## src/rtl/q1_sr_latch.sv

```systemverilog
// Clocked model of two active-high SR latches: a plain 2-input NOR latch (A) and a
// 3-input NOR latch (B) whose set/reset are gated by en_s/en_r. Outputs are decoded from flops.
module q1_sr_latch (
    input  logic clk,
    input  logic rst,
    input  logic s,
    input  logic r,
    input  logic en_s,
    input  logic en_r,
    output logic q2,
    output logic qb2,
    output logic q3,
    output logic qb3,
    output logic inv2,
    output logic inv3
);

    typedef enum logic [1:0] {
        StReset  = 2'd0,
        StSet    = 2'd1,
        StForbid = 2'd2
    } latch_st_e;

    latch_st_e a_q, a_d;
    latch_st_e b_q, b_d;

    logic se, re;

    // Forbidden released with no request resolves to reset; the gate race is not modelled.
    function automatic latch_st_e latch_next(input latch_st_e cur, input logic set_req,
                                             input logic rst_req);
        latch_st_e nxt;
        nxt = cur;
        case ({set_req, rst_req})
            2'b10:   nxt = StSet;
            2'b01:   nxt = StReset;
            2'b11:   nxt = StForbid;
            default: nxt = (cur == StForbid) ? StReset : cur;
        endcase
        return nxt;
    endfunction

    always_comb begin
        se  = s & en_s;
        re  = r & en_r;
        a_d = latch_next(a_q, s, r);
        b_d = latch_next(b_q, se, re);
    end

    always_ff @(posedge clk) begin
        if (rst) begin
            a_q <= StReset;
            b_q <= StReset;
        end else begin
            a_q <= a_d;
            b_q <= b_d;
        end
    end

    always_comb begin
        q2   = (a_q == StSet);
        qb2  = (a_q == StReset);
        inv2 = (a_q == StForbid);
        q3   = (b_q == StSet);
        qb3  = (b_q == StReset);
        inv3 = (b_q == StForbid);
    end

endmodule

```

## config.mk

```make
export PLATFORM = sky130hd
export DESIGN_NAME = q1_sr_latch
export DESIGN_NICKNAME = d
export VERILOG_FILES = /design/src/rtl/q1_sr_latch.sv
export SDC_FILE = /design/constraint.sdc
export NUM_CORES = 1
export LEC_CHECK = 0
export ABC_AREA = 1
export CAP_MARGIN = 5
export CORE_AREA = 2 2 39 41
export DETAILED_ROUTE_END_ITERATION = 16
export DIE_AREA = 0 0 41 43
export PLACE_DENSITY = 0.4
export SYNTH_ARGS = -nofsm -noshare
export SYNTH_HDL_FRONTEND = slang
export SYNTH_SLANG_ARGS = --single-unit
```

## constraint.sdc

```tcl
create_clock -name clk -period 0.9 [get_ports clk]
set_input_delay 0.18 -clock clk [delete_from_list [all_inputs] [get_ports clk]]
set_output_delay 0.18 -clock clk [all_outputs]
set_load 0.005 [all_outputs]
```

==> parameters.txt, run 1 <==
Parameter                              Value

Outcome
  Run status ... finished, violations left
  Violated checks ... setup timing

Layout
  Final-stage net count ... 60
  Layout cells sized above 1 ... approximately 56%
  Final cell area excluding filler cells ... slightly below 400 sq um
  Area growth, synth to finish ... 82.35%
  Number of diodes added for antenna fixing ... 0

Detailed routing
  DRC violations left ... 0
  Routed Wire Length ... 475 um
  Via count ... approximately 220
  DRT iter0 DRCs ... 0
  Detail Route Antenna Nets ... 0
  Wire length per cell ... roughly 7.0 um
  Count of TritonRoute iterations in the first routing pass ... 1
  DR vias/cell ... 3.294

STA
  Worst Hold Slack ... between 200 and 300 ps
  Final setup vio count ... 6
  Clk_skew ... 0.01725 ps
  Max-slew headroom ... 88.93%
  Max Transition Viols Final ... 0
  RSZ-0062 raised after global routing ... yes
  Final count of hold timing violations ... 0
  Worst Slack Setup Final ... -82.12 ps
  Top achievable clock speed ... between 1000 and 1500 MHz
  Actual slew at the worst max-slew pin ... 165.8 ps
  Post-layout minimum cycle time ... just under 1000 ps
  Share of the clock period used by the worst path ... 109.1%
  Sum of negative setup slack ... -330.3 ps

Critical path
  Critical Path Max Stage Delay ... about 340 ps
  Buffers plus inverters on the worst setup path ... 2
  Crit. End Element ... output port
  Family of cells with the greatest summed delay on the critical path ... flip-flops
  Chain of cells forming the critical path ... inv_1, nor2_1, buf_2
  R2R depth ... 5
  Arrival time reported for the critical path endpoint ... around 800 ps
  Slack of the worst reg-to-reg path ... between 100 and 150 ps
  Worst R2R Start ... a_q[0]
  Kind of critical path ... reg -> out
  Max Fanout on Critical Path ... 4
  Critical path startpoint category ... register
  Reg-to-reg critical path endpoint ... a_q[1]
  Critical Path RT ... 720 ps
  Critical path's slowest cell ... sky130_fd_sc_hd__dfxtp_2

CTS
  Clock transition time at the flip-flop clock pins of the worst setup and hold paths ... about 40 ps
  Total number of clock tree sinks ... 4
  Clock tree from TritonCTS ... yes
  CTS H-tree depth ... 1
  Cell at the root of the clock tree ... sky130_fd_sc_hd__clkbuf_4
  Num CTS Buffers ... 3
  Buffer levels on the longest clock path ... 2
  Clock network latency to the later pin of the worst-skew pair ... between 200 and 250 ps

Die
  Die ar. ... ~1800 sq um
  Chip height ... ~43 um
  Initial core utilization ... roughly 15%
  Core region area ... ~1400 sq um
  Row count ... 14
  Total I/O pin count ... 12
  Width of the die ... 41 um

Run
  Number of max-cap violations ... 0

Logic synthesis
  Library cells used by synthesis ... 11
  Syn Inst Count ... 33
  Synthesis-stage register bit count ... 4
  Seq/Total Area, Yosys ... a little under two fifths
  Cell area after synthesis ... about 210 sq um
  Number of warnings issued by yosys ... 0
  Average cell area after synthesis ... about 6.4 sq um
  Net count after synthesis ... 39

Min path
  Instance count along the most critical hold path ... 3
  Worst hold path class ... in -> reg
  Worst Min Path Start ... s
  Worst hold path endpoint ... a_q[1]

Place
  Number of port buffers ... 11
  Worst slack, placed ... -272.3 ps
  Post-Place Cell Area ... about 370 sq um
  Hpwl dp ... 377.9 um
  Final GP Congestion ... 0.6617

Power
  Net switching component of the power ... approximately 110 uW
  Switching part of the total power ... roughly 23%
  Power per cell area ... between 1000 and 1500 nW/um^2
  Relative contribution of sequential cells to total power ... around two fifths
  VDD IR max ... between 0.2 and 0.3 mV
  Overall Power ... around 500 uW
  Power share of the clock group ... a little over two fifths
  Leakage dissipation ... between 0.0002 and 0.00025 uW
  Portion of total power attributed to combinational logic ... between 10% and 20%
  Internal Dissipation ... ~390 uW

GRT
  Total global routing overflow ... 0
  Antenna violations before repair ... 0
  Largest net degree at the start of global routing ... 5
  Tot GR Track Use ... under 10%
  First-pass GRT wire length ... 883 um
  Vias in the first global route ... approximately 200
[worst reg2reg max path: cells and delay by family (launching register included)]
| family | cells | cell delay [ps] |
|---|---|---|
| and+or+nand+nor | 2 | 110 |
| buffers and inverters | 2 | 170 |
| DFF | 1 | 350 |
| AOI/OAI and AO/OA | 1 | 50 |
[stage by stage]
stage          cells  util, %
2_1_floorplan     33        -
3_3_place_gp      64    26.94
3_5_place_dp      64    26.94
4_1_cts           68    27.31
5_1_grt           68    28.03
6_report          68    28.03
[layer usage]
metal / vias to the layer above / global-route usage (%) / share of wire [%]
met1: 82 / 10.58 / 44
met2: 7 / 8.438 / 45
li1: 133 / - / -
met5: - / 0 / 0
met3: 2 / 1.571 / 5.9
met4: 0 / 12.00 / 4.2
[how the worst max path moves through the flow]
stage	from	to	slack, ps	cells after the start
after floorplan	a_q[0]	q2	220	2
after global placement	a_q[1]	inv2	-280	3
after detailed placement	a_q[1]	inv2	-270	3
after CTS	a_q[0]	q2	-90	3
after global routing	b_q[1]	inv3	-130	3
final	a_q[1]	inv2	-80	3
[cells in the final DEF, fill, tap and decap left out, types with 2 or more instances in the layout]
master                            n
sky130_fd_sc_hd__buf_2            6
sky130_fd_sc_hd__nand2_1          4
sky130_fd_sc_hd__a21oi_2          2
sky130_fd_sc_hd__dfxtp_2          3
sky130_fd_sc_hd__dlymetal6s2s_1   2
sky130_fd_sc_hd__inv_1            3
sky130_fd_sc_hd__nor2_1           8
sky130_fd_sc_hd__inv_2            3
sky130_fd_sc_hd__buf_4            5
sky130_fd_sc_hd__clkdlybuf4s50_1  3
sky130_fd_sc_hd__clkbuf_4         3
sky130_fd_sc_hd__nand2_2          4
[state kept, by name, summed over array words and instances (netlist names)]
signal and flops:
b_q 2, a_q 2
[timing repair]
item,CTS,global route
hold buffers,0,0
setup buffers,1,0
gates resized for setup,28,6
setup endpoints to repair,6,8
pin swaps,0,1
[power by group through the flow]
stage	sequential (uW)	clock (uW)	combinational [uW]
2_1_floorplan	194	0	33.3
3_3_place_gp	194	0	104
3_5_place_dp	194	0	103
4_1_cts	193	233	91.6
5_1_grt	193	252	101
6_report	192	217	88.7
[logic make-up after synthesis]
family                 after synthesis  share of synthesized area (%)
AND/OR/NAND/NOR                     19                          39.40
AO/OA/AOI/OAI                        2                          8.237
flip-flops                           4                          37.65
buffers and inverters                8                          14.70
[synthesized netlist by cell type]
| library cell | count | area share [%] |
|---|---|---|
| sky130_fd_sc_hd__a21oi_2 | 2 | 8.2 |
| sky130_fd_sc_hd__inv_2 | 1 | 1.8 |
| sky130_fd_sc_hd__nand2_1 | 4 | 7.1 |
| sky130_fd_sc_hd__nor2_1 | 9 | 16 |
| sky130_fd_sc_hd__clkinv_1 | 1 | 1.8 |
| sky130_fd_sc_hd__nor3_1 | 1 | 2.4 |
| sky130_fd_sc_hd__inv_1 | 5 | 8.8 |
| sky130_fd_sc_hd__dfxtp_1 | 4 | 38 |
| sky130_fd_sc_hd__clkinv_2 | 1 | 2.4 |
| sky130_fd_sc_hd__nand2_2 | 4 | 12 |
| sky130_fd_sc_hd__nand3_1 | 1 | 2.4 |
[cell type report]
class                           instances  area [sq um]
Fill cell                             166         996.0
Inverter                                8         31.28
Sequential cell                         4         87.58
Tap cell                               16         20.02
Multi-Input combinational cell         21         103.9
Clock buffer                            3         22.52
Timing Repair Buffer                   16         122.6
Power figures use the tool's default switching activity.
==> run 2, diff against run 1 <==
--- a/config.mk
+++ b/config.mk
@@ -7,10 +7,12 @@
 export LEC_CHECK = 0
 export ABC_AREA = 1
 export CAP_MARGIN = 5
+export CELL_PAD_IN_SITES_DETAIL_PLACEMENT = 0
+export CELL_PAD_IN_SITES_GLOBAL_PLACEMENT = 1
 export CORE_AREA = 2 2 39 41
 export DETAILED_ROUTE_END_ITERATION = 16
 export DIE_AREA = 0 0 41 43
-export PLACE_DENSITY = 0.4
+export PLACE_DENSITY = 0.55
 export SYNTH_ARGS = -nofsm -noshare
 export SYNTH_HDL_FRONTEND = slang
 export SYNTH_SLANG_ARGS = --single-unit
==> run 2 against run 1 <==
Effect of this change:
- the run still ends with setup timing left
- sequential share of layout area increased by 0.086 points
- setup slack improved by 16 ps
- die area unchanged
- register-to-register slack about the same
- largest power group unchanged
- global-route usage decreased by 1.7 points
- critical path depth unchanged
- cell area decreased by 3.2%
- maximum frequency increased by 1.7%
- first-iteration DRC count increased by 10
- via count increased by 6.7%
- clock power about the same
==> parameters.txt, run 2 (synthesized netlist as in run 1, its figures left out) <==
Parameter                              Value

Critical path
  Arrival time reported for the critical path endpoint ... 790 ps (about the same)
  Slack of the worst reg-to-reg path ... 130 ps (about the same)
  Worst R2R Start ... b_q[0]
  R2R depth ... 5 (unchanged)
  Critical Path RT ... 720 ps (about the same)
  Kind of critical path ... reg -> out
  Critical Path Max Stage Delay ... 330 ps (about the same)
  Chain of cells forming the critical path ... inv_1, nor2_1, buf_2
  Launching element of the worst setup path ... a_q[0]
  Critical path startpoint category ... register
  Reg-to-reg critical path endpoint ... b_q[1]
  Max Fanout on Critical Path ... 4 (unchanged)
  Crit. End Element ... output port
  Critical path's slowest cell ... sky130_fd_sc_hd__dfxtp_2

Power
  Leakage dissipation ... 0.0002046 uW (-2.6%)
  VDD IR max ... 0.3628 mV (+24%)
  Power per cell area ... 1318 nW/um^2 (+2.6%)

Die
  Core region area ... 1384 sq um (unchanged)
  Die ar. ... 1763 sq um (unchanged)
  Row count ... 14 (unchanged)
  Width of the die ... 41 um (unchanged)
  Total I/O pin count ... 12 (unchanged)
  Chip height ... 43 um (unchanged)
  Initial core utilization ... 15.37% (unchanged)

Layout
  Commonest cells after routing, fill and taps aside ... 9 x sky130_fd_sc_hd__nor2_1, 6 x sky130_fd_sc_hd__buf_2
  Most common cell after layout, fill and taps aside ... sky130_fd_sc_hd__nor2_1
  Layout cells sized above 1 ... 52.94% (-2.8 points)
  Top Registers ... a_q: 2 flops, b_q: 2 flops
  Final cell area excluding filler cells ... 375.4 sq um (-3.2%)
  Final-stage net count ... 59 (-1.7%)
  Area growth, synth to finish ... 76.47%
  FILL cells ... 160 (-3.6%)
  Number of diodes added for antenna fixing ... 0 (unchanged)
  Final core utilization ... 27.12% (-0.90 points)

Place
  Post-Place Cell Area ... 372.9 sq um (unchanged)
  Hpwl dp ... 392.7 um (+3.9%)
  Final GP Congestion ... 0.6649 (+0.48%)
  Number of port buffers ... 11 (unchanged)

Run
  Number of max-cap violations ... 0 (unchanged)

STA
  Max Transition Viols Final ... 0 (unchanged)
  Worst Slack Setup Final ... -66.02 ps (+16.10 ps)
  Max-slew headroom ... 88.75% (-0.18 points)
  Top achievable clock speed ... 1035 MHz (+1.7%)
  RSZ-0062 raised after global routing ... yes
  Final setup vio count ... 6 (unchanged)
  Post-layout minimum cycle time ... 966.0 ps (-16.10 ps)
  Share of the clock period used by the worst path ... 107.3% (-1.8 points)
  Clk_skew ... 0.04388 ps (+0.02663 ps)
  Final count of hold timing violations ... 0 (unchanged)
  Sum of negative setup slack ... -314.1 ps (+16.25 ps)
  Actual slew at the worst max-slew pin ... 168.5 ps (+2.758 ps)

Min path
  Worst hold path class ... in -> reg
  Instance count along the most critical hold path ... 2 (-1)
  Worst Min Path Start ... r
  Worst hold path endpoint ... a_q[0]

CTS
  Buffer levels on the longest clock path ... 2 (unchanged)
  Cts-stage hold buffer count ... 0 (unchanged)
  Clock transition time at the flip-flop clock pins of the worst setup and hold paths ... 30 ps (about the same)
  Clock network latency to the later pin of the worst-skew pair ... 230 ps (about the same)
  Setup Buffers After CTS ... 0 (-1)
  Num CTS Buffers ... 3 (unchanged)
  CTS H-tree depth ... 1 (unchanged)
  Clock tree from TritonCTS ... yes
  Total number of clock tree sinks ... 4 (unchanged)
  Cell at the root of the clock tree ... sky130_fd_sc_hd__clkbuf_4

Outcome
  Run status ... finished, violations left
  Violated checks ... setup timing

Detailed routing
  DR vias/cell ... 3.567 (+8.3%)
  Wire length per cell ... 6.851 um (-1.9%)
  DRC violations left ... 0 (unchanged)
  Routed Wire Length ... 459 um (-3.4%)
  Count of TritonRoute iterations in the first routing pass ... 4 (+3)
  DRT iter0 DRCs ... 10 (+10)
  Detail Route Antenna Nets ... 0 (unchanged)
  Via count ... 239 (+6.7%)

GRT
  First-pass GRT wire length ... 731 um (-17%)
  Antenna violations before repair ... 0 (unchanged)
  Vias in the first global route ... 216 (+6.9%)
  Tot GR Track Use ... 6.426% (-1.7 points)
  Total global routing overflow ... 0 (unchanged)
  Largest net degree at the start of global routing ... 5 (unchanged)
## run 2: cell type report
class,count,area (sq um),share of cell area (%)
inverters,8,31.28,8.333
clock buffers,3,22.52,6.000
multi-input cells,21,101.3,27.00
repair buffers,15,115.1,30.67
flip-flops and latches,4,85.08,22.67
well taps,16,20.02,5.333
## run 2: metrics by stage
stage,total power (uW),worst slack [ps],hold WS (ps),instances
6_report,494.6,-66.02,235.1,67
5_1_grt,519.8,-126.0,270.1,67
4_1_cts,508.5,-83.63,546.9,67
3_5_place_dp,295.1,-271.2,588.5,64
3_3_place_gp,294.8,-265.5,565.4,64
2_1_floorplan,227.0,221.2,242.4,33
## run 2: repair_timing
item | in CTS | in global routing
endpoints found under the setup margin | 6 | 8
pin swaps | 1 | 0
gates resized for setup | 27 | 4
cloned | 0 | 0
## run 2: per-layer routing
layer,GRT usage [%],vias to the layer above,wire length (um)
met3,1.571,0,38
met4,8.000,0,0
met5,0,-,0
met1,8.360,97,207
met2,7.187,10,213
li1,-,132,-
## run 2: how the worst max path moves through the flow
stage | endpoint | slack, ps
finish | q2 | -70
global placement | q2 | -270
global route | inv3 | -130
floorplan | q2 | 220
detailed placement | inv3 | -270
CTS | inv3 | -80
## run 2: power breakdown
part / switching (uW) / internal [uW] / leakage, uW
registers: 6.73 / 187 / 0.0000344
logic: 37.3 / 48.0 / 0.000156
clock network: 66.9 / 149 / 0.0000138
## run 2: worst max-delay path, delay by kind of cell (launching register included)
family / cells / cell delay, ps
AND/OR/NAND/NOR: 1 / 70
buffers and inverters: 2 / 150
flip-flops: 1 / 330
